**config.mk**
```make
export PLATFORM = sky130hd
export DESIGN_NAME = load_unit_fsm
export DESIGN_NICKNAME = d
export VERILOG_FILES = /design/src/rtl/load_unit_fsm.sv
export SDC_FILE = /design/constraint.sdc
export NUM_CORES = 1
export LEC_CHECK = 0
export ABC_AREA = 1
export BUFFER_PORTS_ARGS = -buffer_cell sky130_fd_sc_hd__buf_2
export CAP_MARGIN = 20
export CORE_ASPECT_RATIO = 0.75
export CORE_MARGIN = 4
export CORE_UTILIZATION = 32
export DETAILED_ROUTE_END_ITERATION = 6
export PLACE_DENSITY = 0.53
export SYNTH_ARGS = -nofsm -noshare
export SYNTH_HDL_FRONTEND = slang
export SYNTH_SLANG_ARGS = --single-unit
```
**constraint.sdc**
```tcl
create_clock -name clk -period 3.95 [get_ports clk]
set_input_delay 0.1975 -clock clk [delete_from_list [all_inputs] [get_ports clk]]
set_output_delay 0.1975 -clock clk [all_outputs]
set_load 0.005 [all_outputs]
```
**src/rtl/load_unit_fsm.sv**
```systemverilog
// load_unit_fsm: sequential load unit between the execute stage and an
// Avalon-style read bus. Takes one load at a time, issues a word-aligned
// read with lane enables, then returns the extracted, extended or merged
// value as a one-cycle response carrying an error code.
module load_unit_fsm #(
   parameter bit BIG_ENDIAN = 1'b1,
   parameter int TIMEOUT    = 255,
   parameter bit EN_UNALIGN = 1'b1
) (
   input  logic        clk,
   input  logic        rst_n,
   input  logic        req_valid,
   output logic        req_ready,
   input  logic [2:0]  req_funct,
   input  logic [31:0] req_addr,
   input  logic [31:0] req_rt_old,
   input  logic [4:0]  req_tag,
   output logic [31:0] address,
   output logic        read,
   output logic [3:0]  byteenable,
   input  logic        waitrequest,
   input  logic [31:0] readdata,
   output logic        rsp_valid,
   output logic [31:0] rsp_data,
   output logic [4:0]  rsp_tag,
   output logic [1:0]  rsp_err,
   output logic        busy
);

   localparam logic [2:0] F_LB  = 3'b000;
   localparam logic [2:0] F_LH  = 3'b001;
   localparam logic [2:0] F_LWL = 3'b010;
   localparam logic [2:0] F_LW  = 3'b011;
   localparam logic [2:0] F_LBU = 3'b100;
   localparam logic [2:0] F_LHU = 3'b101;
   localparam logic [2:0] F_LWR = 3'b110;
   localparam logic [2:0] F_ILL = 3'b111;

   localparam logic [1:0] ERR_OK    = 2'b00;
   localparam logic [1:0] ERR_ALIGN = 2'b01;
   localparam logic [1:0] ERR_TMO   = 2'b10;

   // Counter is one bit wider in the compare so TIMEOUT itself is reachable.
   localparam int             CNT_W  = (TIMEOUT < 2) ? 1 : $clog2(TIMEOUT + 1);
   localparam logic [CNT_W:0] TO_VAL = (CNT_W + 1)'(TIMEOUT);

   typedef enum logic [1:0] {
      S_IDLE = 2'd0,
      S_READ = 2'd1,
      S_RESP = 2'd2
   } state_t;

   state_t      state_q, state_d;
   logic [31:0] address_q, address_d;
   logic        read_q, read_d;
   logic [3:0]  be_q, be_d;
   logic [CNT_W-1:0] cnt_q, cnt_d;
   logic [CNT_W:0]   cnt_inc;
   logic        rsp_valid_q, rsp_valid_d;
   logic [31:0] rsp_data_q, rsp_data_d;
   logic [4:0]  rsp_tag_q, rsp_tag_d;
   logic [1:0]  rsp_err_q, rsp_err_d;

   // Request fields captured on accept and used when the read data returns.
   logic [2:0]  funct_q;
   logic [1:0]  k_q;
   logic [31:0] rt_q;
   logic [4:0]  tag_q;
   logic        lat_en;

   // Requests the unit refuses without touching the bus.
   function automatic logic is_illegal(input logic [2:0] f, input logic [1:0] k);
      logic bad;
      bad = 1'b0;
      case (f)
         F_LW:         bad = (k != 2'b00);
         F_LH, F_LHU:  bad = k[0];
         F_LWL, F_LWR: bad = !EN_UNALIGN;
         F_ILL:        bad = 1'b1;
         default:      bad = 1'b0;
      endcase
      return bad;
   endfunction

   // Lane enables for the addressed byte, halfword or full word.
   function automatic logic [3:0] lane_mask(input logic [2:0] f, input logic [1:0] k);
      logic [3:0] m;
      case (f)
         F_LB, F_LBU: m = 4'b0001 << k;
         F_LH, F_LHU: m = k[1] ? 4'b1100 : 4'b0011;
         default:     m = 4'b1111;
      endcase
      return m;
   endfunction

   // Extract, endian-convert, extend or merge the returned bus word.
   function automatic logic [31:0] load_value(input logic [2:0]  f,
                                              input logic [1:0]  k,
                                              input logic [31:0] rt,
                                              input logic [31:0] rdata);
      logic [31:0] word;
      logic [31:0] sh_b0;
      logic [31:0] sh_b1;
      logic [7:0]  bk;
      logic [7:0]  bk1;
      logic [15:0] half;
      logic [4:0]  sh_l;
      logic [4:0]  sh_r;
      logic [1:0]  k1;
      logic [31:0] res;
      word  = BIG_ENDIAN ? {rdata[7:0], rdata[15:8], rdata[23:16], rdata[31:24]} : rdata;
      k1    = k + 2'd1;
      sh_b0 = rdata >> {k, 3'b000};
      sh_b1 = rdata >> {k1, 3'b000};
      bk    = sh_b0[7:0];
      bk1   = sh_b1[7:0];
      half  = BIG_ENDIAN ? {bk, bk1} : {bk1, bk};
      // LWL/LWR reduce to shifts of the register-ordered word in either endianness.
      sh_l  = {k, 3'b000};
      sh_r  = {~k, 3'b000};
      case (f)
         F_LB:    res = {{24{bk[7]}}, bk};
         F_LBU:   res = {24'h000000, bk};
         F_LH:    res = {{16{half[15]}}, half};
         F_LHU:   res = {16'h0000, half};
         F_LW:    res = word;
         F_LWL:   res = (word << sh_l) | (rt & ~(32'hFFFF_FFFF << sh_l));
         F_LWR:   res = (word >> sh_r) | (rt & ~(32'hFFFF_FFFF >> sh_r));
         default: res = 32'h0000_0000;
      endcase
      return res;
   endfunction

   assign cnt_inc = {1'b0, cnt_q} + (CNT_W + 1)'(1);

   // Next-state and registered-output computation for the load sequence.
   always_comb begin
      state_d     = state_q;
      address_d   = address_q;
      read_d      = read_q;
      be_d        = be_q;
      cnt_d       = cnt_q;
      rsp_valid_d = 1'b0;
      rsp_data_d  = rsp_data_q;
      rsp_tag_d   = rsp_tag_q;
      rsp_err_d   = rsp_err_q;
      lat_en      = 1'b0;
      case (state_q)
         S_IDLE: begin
            if (req_valid) begin
               lat_en = 1'b1;
               if (is_illegal(req_funct, req_addr[1:0])) begin
                  state_d     = S_RESP;
                  rsp_valid_d = 1'b1;
                  rsp_data_d  = 32'h0000_0000;
                  rsp_err_d   = ERR_ALIGN;
                  rsp_tag_d   = req_tag;
               end else begin
                  state_d   = S_READ;
                  read_d    = 1'b1;
                  address_d = {req_addr[31:2], 2'b00};
                  be_d      = lane_mask(req_funct, req_addr[1:0]);
                  cnt_d     = '0;
               end
            end
         end
         S_READ: begin
            if (!waitrequest) begin
               state_d     = S_RESP;
               read_d      = 1'b0;
               rsp_valid_d = 1'b1;
               rsp_data_d  = load_value(funct_q, k_q, rt_q, readdata);
               rsp_err_d   = ERR_OK;
               rsp_tag_d   = tag_q;
            end else if ((TIMEOUT != 0) && (cnt_inc == TO_VAL)) begin
               state_d     = S_RESP;
               read_d      = 1'b0;
               rsp_valid_d = 1'b1;
               rsp_data_d  = 32'h0000_0000;
               rsp_err_d   = ERR_TMO;
               rsp_tag_d   = tag_q;
            end else begin
               cnt_d = cnt_inc[CNT_W-1:0];
            end
         end
         S_RESP: begin
            state_d = S_IDLE;
         end
         default: begin
            state_d = S_IDLE;
            read_d  = 1'b0;
         end
      endcase
   end

   // State, bus strobes and response registers; reset clears any transfer.
   always_ff @(posedge clk or negedge rst_n) begin
      if (!rst_n) begin
         state_q     <= S_IDLE;
         address_q   <= 32'h0000_0000;
         read_q      <= 1'b0;
         be_q        <= 4'b0000;
         cnt_q       <= '0;
         rsp_valid_q <= 1'b0;
         rsp_data_q  <= 32'h0000_0000;
         rsp_tag_q   <= 5'd0;
         rsp_err_q   <= 2'b00;
      end else begin
         state_q     <= state_d;
         address_q   <= address_d;
         read_q      <= read_d;
         be_q        <= be_d;
         cnt_q       <= cnt_d;
         rsp_valid_q <= rsp_valid_d;
         rsp_data_q  <= rsp_data_d;
         rsp_tag_q   <= rsp_tag_d;
         rsp_err_q   <= rsp_err_d;
      end
   end

   // Capture the accepted request's fields; pure data, no reset needed.
   always_ff @(posedge clk) begin
      if (lat_en) begin
         funct_q <= req_funct;
         k_q     <= req_addr[1:0];
         rt_q    <= req_rt_old;
         tag_q   <= req_tag;
      end
   end

   assign req_ready  = (state_q == S_IDLE);
   assign busy       = (state_q != S_IDLE);
   assign address    = address_q;
   assign read       = read_q;
   assign byteenable = be_q;
   assign rsp_valid  = rsp_valid_q;
   assign rsp_data   = rsp_data_q;
   assign rsp_tag    = rsp_tag_q;
   assign rsp_err    = rsp_err_q;

endmodule

```
==> flow_summary.yaml <==
global_route:
  grt_start_max_net_pins: 60
  antenna_found_initial: 0
  grt_pass1_wl_um: 37920
  first_global_vias: 6568
  gr-total-overflow: 0
  track_usage: 0.2027
timing:
  skew_ps: 8.143
  max-slew-margin-rel: 0.2627
  clock.fmax_mhz: 414.1
  rsz0062_at_grt: "no"
  tightest_slew_ps: 1105
  finalWorstPathRequiredPeriod_ps: 2415
  slew_violations: 0
  fin_tns_setup_ps: 0
  setup-violations-final: 0
  hold_viol: 0
  fin_crit_sh: 0.6113
setup_path:
  crit_chain: "inv_2 > buf_4 > ha_1 > o22ai_1 > a22oi_1 > nand3_1 > nand2_1 > nand2_1"
  required_ps: 4260
  crit_path_start_kind: "flip-flop"
  slowest_delay_ps: 470
  critPathMaxFanout: 30
  end_kind: "flip-flop"
  slowest_stage: "ha_1"
  arrival_ps: 2730
  critPathKind: "reg -> reg"
  crit_top_cell: "nand2_1"
clock_tree:
  root_buffer: "clkbuf_16"
  cts_buffers: 17
  cts_sinks: 127
  path_clk_slew_ps: 60
  cts_tree: "built"
  cts_htree_levels: 4
  clockBufferDepth: 2
  cts_setup_buffers: 0
  clkLatencyLatePin_ps: 430
floorplanning:
  start_util: 0.3287
  dieArea_um2: 24390
  die_h_um: 136.3
  fp.dieW_um: 179.0
  ioPinCount: 187
  row_count: 46
  core_area_um2: 21350
detailed_routing:
  postRouteWirelength_um: 24570
  vias: 7062
  wl_per_cell_um: 17.05
  drc: 0
  ant_nets: 0
  drt_iter0_markers: 623
  drt-pass1-iter-count: 5
  vias_per_cell: 4.901
logic_synthesis:
  synth_ff_type: "dfrtp_1"
  ys_async_sr_fraction: 0.6693
  synth_common_cells: "nand2_1 (369), dfrtp_1 (85), nand3_1 (77)"
  yosys-top-cells-area: "dfrtp_1 (30%), nand2_1 (20%), edfxtp_1 (18%)"
  syn_area_um2: 7019
  yosysTopAreaCell: "dfrtp_1"
  netlist_instances: 909
  synth_cell_types: 37
  ys_ff_latch: 127
  ys_seq_area_frac: 0.4827
  synth.avg_cell_area_um2: 7.722
  synth_top_area_frac: 0.3030
  synth_edf_count: 42
  yosysWarnings: 0
  yosysMostFrequentCell: "nand2_1"
finish:
  syn2layout_area_growth_pct: 34.42
  num_antenna_cells: 0
  fillerInstances: 2186
  multi_input_area_um2: 3164
  nNetsFinal: 1254
  drive_gt1_frac: 0.2368
  seq_area_um2: 3388
placement:
  dpl.hpwl_um: 16790
  place_congestion: 0.9018
  io_buffers: 184
run_status:
  status: "completed"
power:
  peakVddDrop_mv: 0.2544
  power_w: 0.005813
  power.density_cell_area_nw_per_um2: 616.1
  p_leak_nw: 4.752
flow_run:
  cap_violations: 0
min_path:
  hp-class: "in -> reg"
==> worst max-delay path, delay by kind of cell (launching register included) <==
kind | cells | cell delay (ps)
buffers and inverters | 2 | 810
adders and majority gates | 1 | 470
AOI/OAI and AO/OA | 2 | 330
and+or+nand+nor | 3 | 300
DFF | 1 | 390
==> logic make-up (layout without fill, tap and decap cells) <==
group,Yosys count,after routing,share of synthesized area
AND/OR/NAND/NOR,544,544,0.3319
other,1,2,0.0005342
flip-flops,127,127,0.4827
AO/OA/AOI/OAI,123,123,0.1045
adder cells (fa/ha/maj),6,6,0.01069
buffers and inverters,108,351,0.06969
==> sequential cells by signal, indices dropped and copies added, names as in the netlist, 3 cells and up <==
register    cells
rt_q           32
address        30
rsp_tag         5
tag_q           5
byteenable      4
funct_q         3
rsp_data       32
cnt_q           8
==> worst paths after layout <==
check	start	endpoint	slack, ps	depth (start not counted)
worst max-delay path	k_q[1]	rsp_data[2]	1540	8
worst min-delay path	req_addr[0]	k_q[0]	40	1
worst max register to register	k_q[1]	rsp_data[2]	1540	8
worst min register to register	rsp_err[0]	rsp_err[0]	470	2
max in group asynchronous	rst_n	rsp_tag[0]	2640	3
min in group asynchronous	rst_n	address[4]	400	2
==> layout make-up <==
cell class / instances / area share
repair buffers: 263 / 0.1805
flip-flops and latches: 127 / 0.3591
inverters: 56 / 0.02228
clock inverters: 7 / 0.007426
multi-input cells: 675 / 0.3354
well taps: 288 / 0.03819
clock buffers: 25 / 0.05715
==> power by group <==
group / total, W / switching, W / internal (W)
clock network: 0.00162 / 0.000612 / 0.00101
registers: 0.00213 / 0.000287 / 0.00184
logic: 0.00206 / 0.00129 / 0.000772
==> routing by layer <==
metal | vias to the layer above | share of wire | GRT usage
met5 | - | 0 | 0
li1 | 3458 | - | -
met4 | 0 | 0.015 | 0.05198
met3 | 26 | 0.086 | 0.05366
met2 | 335 | 0.41 | 0.2752
met1 | 3243 | 0.49 | 0.3148
==> layout by cell type (no fill, tap or decap), types with 2 or more instances in the layout <==
cell type	count
edfxtp_1	42
clkbuf_1	3
nand3_1	77
and2_1	3
clkinvlp_4	2
nand2_4	2
a21oi_1	20
nand3b_1	2
a22oi_1	21
o22ai_1	16
o21a_1	5
clkbuf_16	20
a31oi_1	5
dlygate4sd3_1	70
dfrtp_1	85
buf_4	8
ha_1	6
nor2_1	32
inv_1	51
or2_2	2
inv_2	4
nand2_2	35
o21bai_1	2
clkbuf_8	2
clkinv_2	2
conb_1	2
nand3_2	2
nand2_1	369
buf_2	183
nor2_4	3
o211ai_1	2
o21ai_0	48
nand4_1	15
==> stage by stage <==
stage	setup slack [ps]	utilization	instances	hold WS, ps	instance area, um2
floorplan	509.2	-	910	-98.09	7023
global placement	1586	0.3793	1337	366.9	8099
detailed placement	1565	0.3805	1339	359.4	8125
CTS	1550	0.4419	1441	30.89	9435
global route	1285	0.4419	1441	34.85	9435
finish	1535	0.4419	1441	39.93	9435
==> timing repair <==
action,in CTS,in global routing
hold endpoints to repair,127,0
resized for setup,0,0
hold buffers,70,0
Note: power is estimated with default switching activity, not from simulation.
